[src/rtl/sram_nbank_ctrl_if.sv]
// Bus bundle for the N-bank SRAM controller.
// Purpose: groups the host-side request/response signals and the flattened
// per-bank macro signals into one bundle.
//   slave  : the controller (takes host requests and macro read data; drives
//            host responses and macro controls)
//   master : the environment (host plus macros), with opposite directions
// Host side  : addr0/din0/csb0/web0/wmask0, dout0/dout0_valid,
//              addr1/csb1, dout1/dout1_valid, coll_count
// Macro side : m_csb0/m_web0/m_addr0/m_din0/m_wmask0/m_dout0,
//              m_csb1/m_addr1/m_dout1 (bank b data at [b*DATA_WIDTH +: DATA_WIDTH])
interface sram_nbank_ctrl_if #(
    parameter int DATA_WIDTH = 32,
    parameter int ADDR_WIDTH = 10,
    parameter int NUM_BANKS  = 4,
    parameter int CNT_WIDTH  = 16
);
    localparam int BANK_SEL  = $clog2(NUM_BANKS);
    localparam int BANK_AW   = ADDR_WIDTH - BANK_SEL;
    localparam int NUM_WMASK = DATA_WIDTH / 8;

    logic [ADDR_WIDTH-1:0]           addr0;
    logic [DATA_WIDTH-1:0]           din0;
    logic                            csb0;
    logic                            web0;
    logic [NUM_WMASK-1:0]            wmask0;
    logic [DATA_WIDTH-1:0]           dout0;
    logic                            dout0_valid;
    logic [ADDR_WIDTH-1:0]           addr1;
    logic                            csb1;
    logic [DATA_WIDTH-1:0]           dout1;
    logic                            dout1_valid;
    logic [CNT_WIDTH-1:0]            coll_count;

    logic [NUM_BANKS-1:0]            m_csb0;
    logic [NUM_BANKS-1:0]            m_web0;
    logic [BANK_AW-1:0]              m_addr0;
    logic [DATA_WIDTH-1:0]           m_din0;
    logic [NUM_WMASK-1:0]            m_wmask0;
    logic [NUM_BANKS*DATA_WIDTH-1:0] m_dout0;
    logic [NUM_BANKS-1:0]            m_csb1;
    logic [BANK_AW-1:0]              m_addr1;
    logic [NUM_BANKS*DATA_WIDTH-1:0] m_dout1;

    modport slave (
        input  addr0, din0, csb0, web0, wmask0, addr1, csb1, m_dout0, m_dout1,
        output dout0, dout0_valid, dout1, dout1_valid, coll_count,
        output m_csb0, m_web0, m_addr0, m_din0, m_wmask0, m_csb1, m_addr1
    );

    modport master (
        output addr0, din0, csb0, web0, wmask0, addr1, csb1, m_dout0, m_dout1,
        input  dout0, dout0_valid, dout1, dout1_valid, coll_count,
        input  m_csb0, m_web0, m_addr0, m_din0, m_wmask0, m_csb1, m_addr1
    );
endinterface

[src/rtl/sram_nbank_ctrl.sv]
// N-bank controller for OpenRAM dual-port macros (port 0 RW with byte mask,
// port 1 read-only).
// Ports:
//   clk0  : single clock for the controller and all macros
//   rst_n : synchronous reset, active low
//   bus   : sram_nbank_ctrl_if.slave (host requests/responses + macro bus)
// The bank index comes from the address MSBs. Macro selects are
// combinational; bank selects are registered (S1) so returning macro data is
// steered by the bank that issued it. A port-0 write and port-1 read to the
// same address in one cycle is a collision: port 1 gets the written bytes
// forwarded, and a saturating counter records it. OUT_REG adds one more
// output stage (latency 2 instead of 1).
module sram_nbank_ctrl #(
    parameter int DATA_WIDTH = 32,
    parameter int ADDR_WIDTH = 10,
    parameter int NUM_BANKS  = 4,
    parameter int OUT_REG    = 0,
    parameter int CNT_WIDTH  = 16
) (
    input  logic             clk0,
    input  logic             rst_n,
    sram_nbank_ctrl_if.slave bus
);
    localparam int BANK_SEL  = $clog2(NUM_BANKS);
    localparam int BANK_AW   = ADDR_WIDTH - BANK_SEL;
    localparam int NUM_WMASK = DATA_WIDTH / 8;

    logic [BANK_SEL-1:0] bank0, bank1;
    assign bank0 = bus.addr0[ADDR_WIDTH-1 -: BANK_SEL];
    assign bank1 = bus.addr1[ADDR_WIDTH-1 -: BANK_SEL];

    // Per-bank selects; reset deselects every bank.
    generate
        for (genvar gi = 0; gi < NUM_BANKS; gi++) begin : g_sel
            assign bus.m_csb0[gi] = bus.csb0 | (bank0 != BANK_SEL'(gi)) | !rst_n;
            assign bus.m_web0[gi] = bus.web0 | (bank0 != BANK_SEL'(gi)) | !rst_n;
            assign bus.m_csb1[gi] = bus.csb1 | (bank1 != BANK_SEL'(gi)) | !rst_n;
        end
    endgenerate

    assign bus.m_addr0  = bus.addr0[BANK_AW-1:0];
    assign bus.m_addr1  = bus.addr1[BANK_AW-1:0];
    assign bus.m_din0   = bus.din0;
    assign bus.m_wmask0 = bus.wmask0;

    // Stage S1: request flags, bank indices and collision write data.
    logic                  rd0_reg, rd1_reg, coll_reg;
    logic [BANK_SEL-1:0]   bank0_reg, bank1_reg;
    logic [DATA_WIDTH-1:0] din0_reg;
    logic [NUM_WMASK-1:0]  wmask0_reg;
    logic [CNT_WIDTH-1:0]  coll_count_reg;

    always_ff @(posedge clk0) begin
        if (!rst_n) begin
            rd0_reg    <= 1'b0;
            rd1_reg    <= 1'b0;
            coll_reg   <= 1'b0;
            bank0_reg  <= '0;
            bank1_reg  <= '0;
            din0_reg   <= '0;
            wmask0_reg <= '0;
        end else begin
            rd0_reg    <= !bus.csb0 & bus.web0;
            rd1_reg    <= !bus.csb1;
            coll_reg   <= !bus.csb0 & !bus.web0 & !bus.csb1 & (bus.addr0 == bus.addr1);
            bank0_reg  <= bank0;
            bank1_reg  <= bank1;
            din0_reg   <= bus.din0;
            wmask0_reg <= bus.wmask0;
        end
    end

    // Saturating collision counter, stepped by the registered collision flag.
    always_ff @(posedge clk0) begin
        if (!rst_n) begin
            coll_count_reg <= '0;
        end else if (coll_reg && (coll_count_reg != {CNT_WIDTH{1'b1}})) begin
            coll_count_reg <= coll_count_reg + 1'b1;
        end
    end
    assign bus.coll_count = coll_count_reg;

    // S1 read data: steer by registered bank, then forward masked write bytes.
    logic [DATA_WIDTH-1:0] data0, slice1, data1;
    logic                  valid0, valid1;
    assign data0  = bus.m_dout0[bank0_reg*DATA_WIDTH +: DATA_WIDTH];
    assign slice1 = bus.m_dout1[bank1_reg*DATA_WIDTH +: DATA_WIDTH];

    generate
        for (genvar gi = 0; gi < NUM_WMASK; gi++) begin : g_fwd
            assign data1[gi*8 +: 8] = (coll_reg && wmask0_reg[gi]) ? din0_reg[gi*8 +: 8]
                                                                   : slice1[gi*8 +: 8];
        end
    endgenerate

    // Gating with rst_n kills the strobe of a read caught by a reset edge.
    assign valid0 = rd0_reg & rst_n;
    assign valid1 = rd1_reg & rst_n;

    generate
        if (OUT_REG == 0) begin : g_out_s1
            // Hold registers keep the last read word visible on idle cycles.
            logic [DATA_WIDTH-1:0] hold0_reg, hold1_reg;
            always_ff @(posedge clk0) begin
                if (!rst_n) begin
                    hold0_reg <= '0;
                    hold1_reg <= '0;
                end else begin
                    if (rd0_reg) hold0_reg <= data0;
                    if (rd1_reg) hold1_reg <= data1;
                end
            end
            assign bus.dout0       = valid0 ? data0 : hold0_reg;
            assign bus.dout1       = valid1 ? data1 : hold1_reg;
            assign bus.dout0_valid = valid0;
            assign bus.dout1_valid = valid1;
        end else begin : g_out_s2
            logic [DATA_WIDTH-1:0] out0_reg, out1_reg;
            logic                  vld0_reg, vld1_reg;
            always_ff @(posedge clk0) begin
                if (!rst_n) begin
                    out0_reg <= '0;
                    out1_reg <= '0;
                    vld0_reg <= 1'b0;
                    vld1_reg <= 1'b0;
                end else begin
                    vld0_reg <= valid0;
                    vld1_reg <= valid1;
                    if (valid0) out0_reg <= data0;
                    if (valid1) out1_reg <= data1;
                end
            end
            assign bus.dout0       = out0_reg;
            assign bus.dout1       = out1_reg;
            assign bus.dout0_valid = vld0_reg;
            assign bus.dout1_valid = vld1_reg;
        end
    endgenerate
endmodule

[src/flat_wrapper.sv]
// flat-port wrapper written by rule: the top's interface ports become plain ports
module sram_nbank_ctrl_flat 
#(
    parameter int DATA_WIDTH = 32,
    parameter int ADDR_WIDTH = 10,
    parameter int NUM_BANKS  = 4,
    parameter int OUT_REG    = 0,
    parameter int CNT_WIDTH  = 16
)
  (clk0, rst_n, bus_addr0, bus_din0, bus_csb0, bus_web0, bus_wmask0, bus_addr1, bus_csb1, bus_m_dout0, bus_m_dout1, bus_dout0, bus_dout0_valid, bus_dout1, bus_dout1_valid, bus_coll_count, bus_m_csb0, bus_m_web0, bus_m_addr0, bus_m_din0, bus_m_wmask0, bus_m_csb1, bus_m_addr1);
  sram_nbank_ctrl_if #(.DATA_WIDTH(DATA_WIDTH), .ADDR_WIDTH(ADDR_WIDTH), .NUM_BANKS(NUM_BANKS), .CNT_WIDTH(CNT_WIDTH)) bus_i ();
  input  logic clk0;
  input  logic rst_n;
  input wire logic [$bits(bus_i.addr0)-1:0] bus_addr0;
  input wire logic [$bits(bus_i.din0)-1:0] bus_din0;
  input wire logic [$bits(bus_i.csb0)-1:0] bus_csb0;
  input wire logic [$bits(bus_i.web0)-1:0] bus_web0;
  input wire logic [$bits(bus_i.wmask0)-1:0] bus_wmask0;
  input wire logic [$bits(bus_i.addr1)-1:0] bus_addr1;
  input wire logic [$bits(bus_i.csb1)-1:0] bus_csb1;
  input wire logic [$bits(bus_i.m_dout0)-1:0] bus_m_dout0;
  input wire logic [$bits(bus_i.m_dout1)-1:0] bus_m_dout1;
  output wire logic [$bits(bus_i.dout0)-1:0] bus_dout0;
  output wire logic [$bits(bus_i.dout0_valid)-1:0] bus_dout0_valid;
  output wire logic [$bits(bus_i.dout1)-1:0] bus_dout1;
  output wire logic [$bits(bus_i.dout1_valid)-1:0] bus_dout1_valid;
  output wire logic [$bits(bus_i.coll_count)-1:0] bus_coll_count;
  output wire logic [$bits(bus_i.m_csb0)-1:0] bus_m_csb0;
  output wire logic [$bits(bus_i.m_web0)-1:0] bus_m_web0;
  output wire logic [$bits(bus_i.m_addr0)-1:0] bus_m_addr0;
  output wire logic [$bits(bus_i.m_din0)-1:0] bus_m_din0;
  output wire logic [$bits(bus_i.m_wmask0)-1:0] bus_m_wmask0;
  output wire logic [$bits(bus_i.m_csb1)-1:0] bus_m_csb1;
  output wire logic [$bits(bus_i.m_addr1)-1:0] bus_m_addr1;
  assign bus_i.addr0 = bus_addr0;
  assign bus_i.din0 = bus_din0;
  assign bus_i.csb0 = bus_csb0;
  assign bus_i.web0 = bus_web0;
  assign bus_i.wmask0 = bus_wmask0;
  assign bus_i.addr1 = bus_addr1;
  assign bus_i.csb1 = bus_csb1;
  assign bus_i.m_dout0 = bus_m_dout0;
  assign bus_i.m_dout1 = bus_m_dout1;
  assign bus_dout0 = bus_i.dout0;
  assign bus_dout0_valid = bus_i.dout0_valid;
  assign bus_dout1 = bus_i.dout1;
  assign bus_dout1_valid = bus_i.dout1_valid;
  assign bus_coll_count = bus_i.coll_count;
  assign bus_m_csb0 = bus_i.m_csb0;
  assign bus_m_web0 = bus_i.m_web0;
  assign bus_m_addr0 = bus_i.m_addr0;
  assign bus_m_din0 = bus_i.m_din0;
  assign bus_m_wmask0 = bus_i.m_wmask0;
  assign bus_m_csb1 = bus_i.m_csb1;
  assign bus_m_addr1 = bus_i.m_addr1;
  sram_nbank_ctrl #(.DATA_WIDTH(DATA_WIDTH), .ADDR_WIDTH(ADDR_WIDTH), .NUM_BANKS(NUM_BANKS), .OUT_REG(OUT_REG), .CNT_WIDTH(CNT_WIDTH)) u_core (.clk0(clk0), .rst_n(rst_n), .bus(bus_i));
endmodule
[config.mk]
export PLATFORM = sky130hd
export DESIGN_NAME = sram_nbank_ctrl_flat
export DESIGN_NICKNAME = d
export VERILOG_FILES = /design/src/rtl/sram_nbank_ctrl_if.sv /design/src/rtl/sram_nbank_ctrl.sv /design/src/flat_wrapper.sv
export SDC_FILE = /design/constraint.sdc
export NUM_CORES = 1
export LEC_CHECK = 0
export CAP_MARGIN = 20
export CELL_PAD_IN_SITES_DETAIL_PLACEMENT = 2
export CELL_PAD_IN_SITES_GLOBAL_PLACEMENT = 2
export CORE_ASPECT_RATIO = 0.9
export CORE_MARGIN = 10
export CORE_UTILIZATION = 22
export CTS_CLUSTER_DIAMETER = 50
export CTS_CLUSTER_SIZE = 40
export DETAILED_ROUTE_END_ITERATION = 16
export PLACE_DENSITY = 0.93
export SLEW_MARGIN = 30
export SYNTH_ARGS = -nofsm -noshare
export SYNTH_HDL_FRONTEND = slang
export SYNTH_SLANG_ARGS = --single-unit
[constraint.sdc]
create_clock -name clk0 -period 3.3 [get_ports clk0]
set_input_delay 0.495 -clock clk0 [delete_from_list [all_inputs] [get_ports clk0]]
set_output_delay 0.495 -clock clk0 [all_outputs]
set_load 0.05 [all_outputs]
Word level (Yosys, flattened, before mapping) --
Index checks and enable logic that the tools add are counted.
Storage, ports and cells: register bits after elaboration 123, latch bits 0, bits in writable memories 0, bits in read-only memories 0, input bits 317, output and inout port bits 146, logic and storage cells 68, memories kept 0
Operators by class: add/sub/neg operators 1, $mul 0, div/mod/pow operators 0, $lt $le $gt $ge 0, eq/ne operators 8, shift operators 2, muxes and demuxes 6, bitwise gates (word level) 30, reduce and logical (&&, ||, !) cells 11
Operators by type and width (count):
- 128-bit by 8-bit indexed part select with 32-bit output | 2
- 32-bit 2-to-1 mux | 2
- 8-bit 2-to-1 mux | 4
- 1-bit bitwise OR | 24
- 16-bit by 1-bit adder with 16-bit output (second input constant) | 1
- 16-bit != test (second input constant) | 1
- 10-bit equality test | 1
- 2-bit != test (second input constant) | 4
- 1-bit AND | 6
- 1-bit logical AND | 5
- 1-bit zero test | 4
- 2-bit by 1-bit != test with 1-bit output (second input constant) | 2
- 2-bit nonzero test | 2

Logic depth before layout (Yosys ltp) --
depth in word-level cells 4, mapped depth 6, depth with buffers taken out 5

Worst setup path after synthesis --
OpenSTA, ideal clock, no wires.
kind register to output, from register u_core.bank1_reg[0], to output bus_dout1[1], arrival 1.710 ns, required time 2.805 ns, setup slack 1.095 ns, cell stages (with the launch flop) 6, path buffers 2, path through dfxtp_1 -> buf_2 -> buf_6 -> mux4_2 -> mux2i_1 -> o21ai_1
Between the ends: longest elaborated chain between the ends 3
Ends and longest elaborated chain:
- from (decl) | line sram_nbank_ctrl.sv:48 | logic [BANK_SEL-1:0] bank0_reg, bank1_reg;
- from (signal assigned) | line sram_nbank_ctrl.sv:67 | bank1_reg <= bank1;
- 128-bit by 8-bit indexed part select with 32-bit output | line sram_nbank_ctrl.sv:87 | assign slice1 = bus.m_dout1[bank1_reg*DATA_WIDTH +: DATA_WIDTH];
- 8-bit 2-to-1 mux | line sram_nbank_ctrl.sv:91 | assign data1[gi*8 +: 8] = (coll_reg && wmask0_reg[gi]) ? din0_reg[gi*8 +: 8]
- 32-bit 2-to-1 mux | line sram_nbank_ctrl.sv:114 | assign bus.dout1 = valid1 ? data1 : hold1_reg;
- to (decl) | line flat_wrapper.sv:25 | output wire logic [$bits(bus_i.dout1)-1:0] bus_dout1;
No other way between the ends.

Worst setup path in the final report --
from register u_core.bank1_reg[0], to output bus_dout1[29]
The elaborated chain is that of the path after synthesis.

==> flow_metrics.py <==
metrics = {
    "global_routing": {
        "grt_max_degree": 66,
        "gr-usage-all-layers": 0.178,
        "grt_pass1_vias": 8708,
        "grt_pass1_wl_um": 54600,
        "grt_overflow": 0,
        "antenna_found_initial": 2,
    },
    "logic_synthesis": {
        "yosys.cell_types.count": 46,
        "async_flop_share": 0,
        "netlist_area_um2": 7290,
        "synth_ff_type": "dfxtp_1",
        "synth.most_common_cell": "dfxtp_1",
        "synth-seq-cells": 123,
        "synth_cells": 707,
        "yosysSeqAreaShare": 0.338,
        "yosys_warnings": 0,
        "synth-edff-count": 0,
        "netlist.area_leader.share": 0.338,
        "syn_area_per_cell_um2": 10.3,
        "syn_nets": 1025,
        "synthTopCellsByArea": "dfxtp_1, mux4_2, mux2i_1",
        "synth_commonest_cells": "dfxtp_1, mux2i_1, mux4_2",
        "yosysTopAreaCell": "dfxtp_1",
    },
    "status": {
        "status": "finished, final reports clean",
    },
    "run": {
        "drv_cap": 0,
    },
    "clock_network": {
        "holdBufCountCts": 0,
        "cts_tree": "done",
        "htree_levels": 4,
        "cts_resized": 0,
        "clk_latency_ns": 0.42,
        "cts.reportedPaths.clkPinSlew_ns": 0.07,
        "clockRootBuffer": "clkbuf_16",
        "clockBufferDepth": 2,
        "clock_sinks": 123,
        "cts_made_buffers": 17,
        "postCtsSetupRepairBufs": 0,
    },
    "worst_setup_path": {
        "rrSetupSlack_ns": 1.33,
        "cp.arrival_ns": 2.45,
        "required_ns": 2.80,
        "cp_max_fo": 15,
        "critPathLaunchType": "flip-flop",
        "crit_type": "reg -> out",
        "cp-end-kind": "output port",
    },
    "detailed_routing": {
        "avgViaCountPerCell": 4.68,
        "routedWlPerCell_um": 24.5,
        "wl_um": 37700,
        "first_pass_iters": 4,
        "drt.antenna.violating_nets": 0,
        "met2WireLength_um": 21600,
        "vias": 7199,
        "met1_length_um": 13300,
        "dr.first_iter.drc_count": 228,
        "top_layer": "met4",
        "wl_met3_um": 2260,
        "route.detailed.drc": 0,
    },
    "layout": {
        "syn2layout_area_growth_pct": 76.2,
        "layout-drive-gt1-share": 0.206,
        "layout.filler_cells": 3436,
        "fin_nets": 1420,
    },
    "min_path": {
        "hp-class": "reg -> reg",
    },
    "floorplanning": {
        "die_y_um": 193,
        "ios": 463,
        "num_rows": 63,
        "die-area_um2": 40800,
        "coreArea_um2": 32800,
        "initial_core_util": 0.222,
        "die_w_um": 212,
    },
    "power": {
        "p_leak_nw": 4.98,
        "power.switching_mw": 1.56,
        "swShare": 0.316,
        "seq_power_share": 0.324,
        "power_density_nw_per_um2": 385,
        "p_comb_frac": 0.308,
        "p_int_mw": 3.38,
        "ir_drop_mv": 0.284,
        "clkPwrFrac": 0.369,
    },
    "timing": {
        "rsz0062_at_grt": "no",
        "period_share": 0.891,
        "hold_viol_final": 0,
        "clock_skew_ns": 0.0129,
        "setup-violations-final": 0,
        "clock.fmax_mhz": 340,
        "setup_tns_ns": 0,
        "report.final.slew_viol_count": 0,
        "tightest_slew_ns": 0.629,
        "finalCriticalPeriod_ns": 2.94,
        "hold_ws_ns": 0.496,
        "slew_headroom": 0.580,
    },
    "placed_design": {
        "place.gp.congestion": 0.776,
        "io_buffers": 462,
        "hpwl_um": 31500,
    },
}
## kinds of logic after synthesis
logic type,after synthesis,share of synthesized area
adders and majority gates,1,0.00172
and+or+nand+nor,179,0.127
DFF,123,0.338
xor gates and xnor gates,10,0.0120
muxes,161,0.337
AOI/OAI and AO/OA,124,0.0919
buffers and inverters,109,0.0931
## critical path, stage by stage (launching register included)
cell and delay (ns):
dfxtp_2 0.68, buf_12 0.22, mux4_2 0.51, mux2i_1 0.26, o21ai_1 0.16, buf_12 0.18
## stage by stage
stage,total power [mW],area [µm²],worst slack [ns],instances,utilization
after detailed placement,3.17,12300,0.438,1505,0.374
after floorplan,2.38,7290,1.10,707,-
final,4.95,12800,0.359,1538,0.391
after global routing,5.17,12800,0.190,1538,0.391
after CTS,5.04,12800,0.285,1537,0.391
after global placement,3.11,12300,0.506,1505,0.374
## cell type report
class,count,area [µm²],area share
Clock buffer,17,425,0.0331
Multi-Input combinational cell,475,4150,0.324
Inverter,6,22.5,0.00175
Timing Repair Buffer,479,5100,0.397
Sequential cell,123,2470,0.192
Antenna cell,1,2.50,0.000195
Clock inverter,15,140,0.0109
Tap cell,422,528,0.0411
## power groups by stage
stage / Sequential, mW / Combinational [mW] / Clock, mW
floorplan: 1.61 / 0.776 / 0
global placement: 1.62 / 1.48 / 0
detailed placement: 1.63 / 1.54 / 0
CTS: 1.60 / 1.54 / 1.89
global route: 1.61 / 1.60 / 1.96
finish: 1.60 / 1.52 / 1.82
## cells in the final DEF, fill, tap and decap left out, types with 4 or more instances in the layout
master | netlist | layout
clkdlybuf4s50_1 | 0 | 391
dfxtp_1 | 123 | 119
mux2i_1 | 65 | 65
mux4_2 | 64 | 64
nand2_1 | 58 | 57
buf_4 | 53 | 45
buf_12 | 0 | 42
nor2_1 | 40 | 40
and2_1 | 39 | 39
a21oi_1 | 38 | 38
o21ai_0 | 36 | 36
o21ai_1 | 35 | 35
mux2_2 | 32 | 32
clkbuf_16 | 0 | 17
xor2_1 | 8 | 8
or3_1 | 6 | 6
inv_1 | 5 | 5
nand4_1 | 5 | 5
nor4_1 | 5 | 4
nand3_1 | 4 | 4
clkinv_4 | 0 | 4
dfxtp_2 | 0 | 4
## layer usage
metal / vias to the layer above / GRT usage
li1: 3332 / -
met1: 3615 / 0.172
met2: 222 / 0.356
met3: 30 / 0.0537
met4: 0 / 0.0478
met5: - / 0
## final timing paths
path / from / to / cells after the start
worst max register to register: u_core.bank1_reg[0] / u_core.g_out_s1.hold1_reg[13] / 4
worst min-delay path: u_core.g_out_s1.hold0_reg[29] / u_core.g_out_s1.hold0_reg[29] / 2
worst min register to register: u_core.g_out_s1.hold0_reg[29] / u_core.g_out_s1.hold0_reg[29] / 2
worst max-delay path: u_core.bank1_reg[0] / bus_dout1[29] / 5
(Power assumes the default switching activity.)
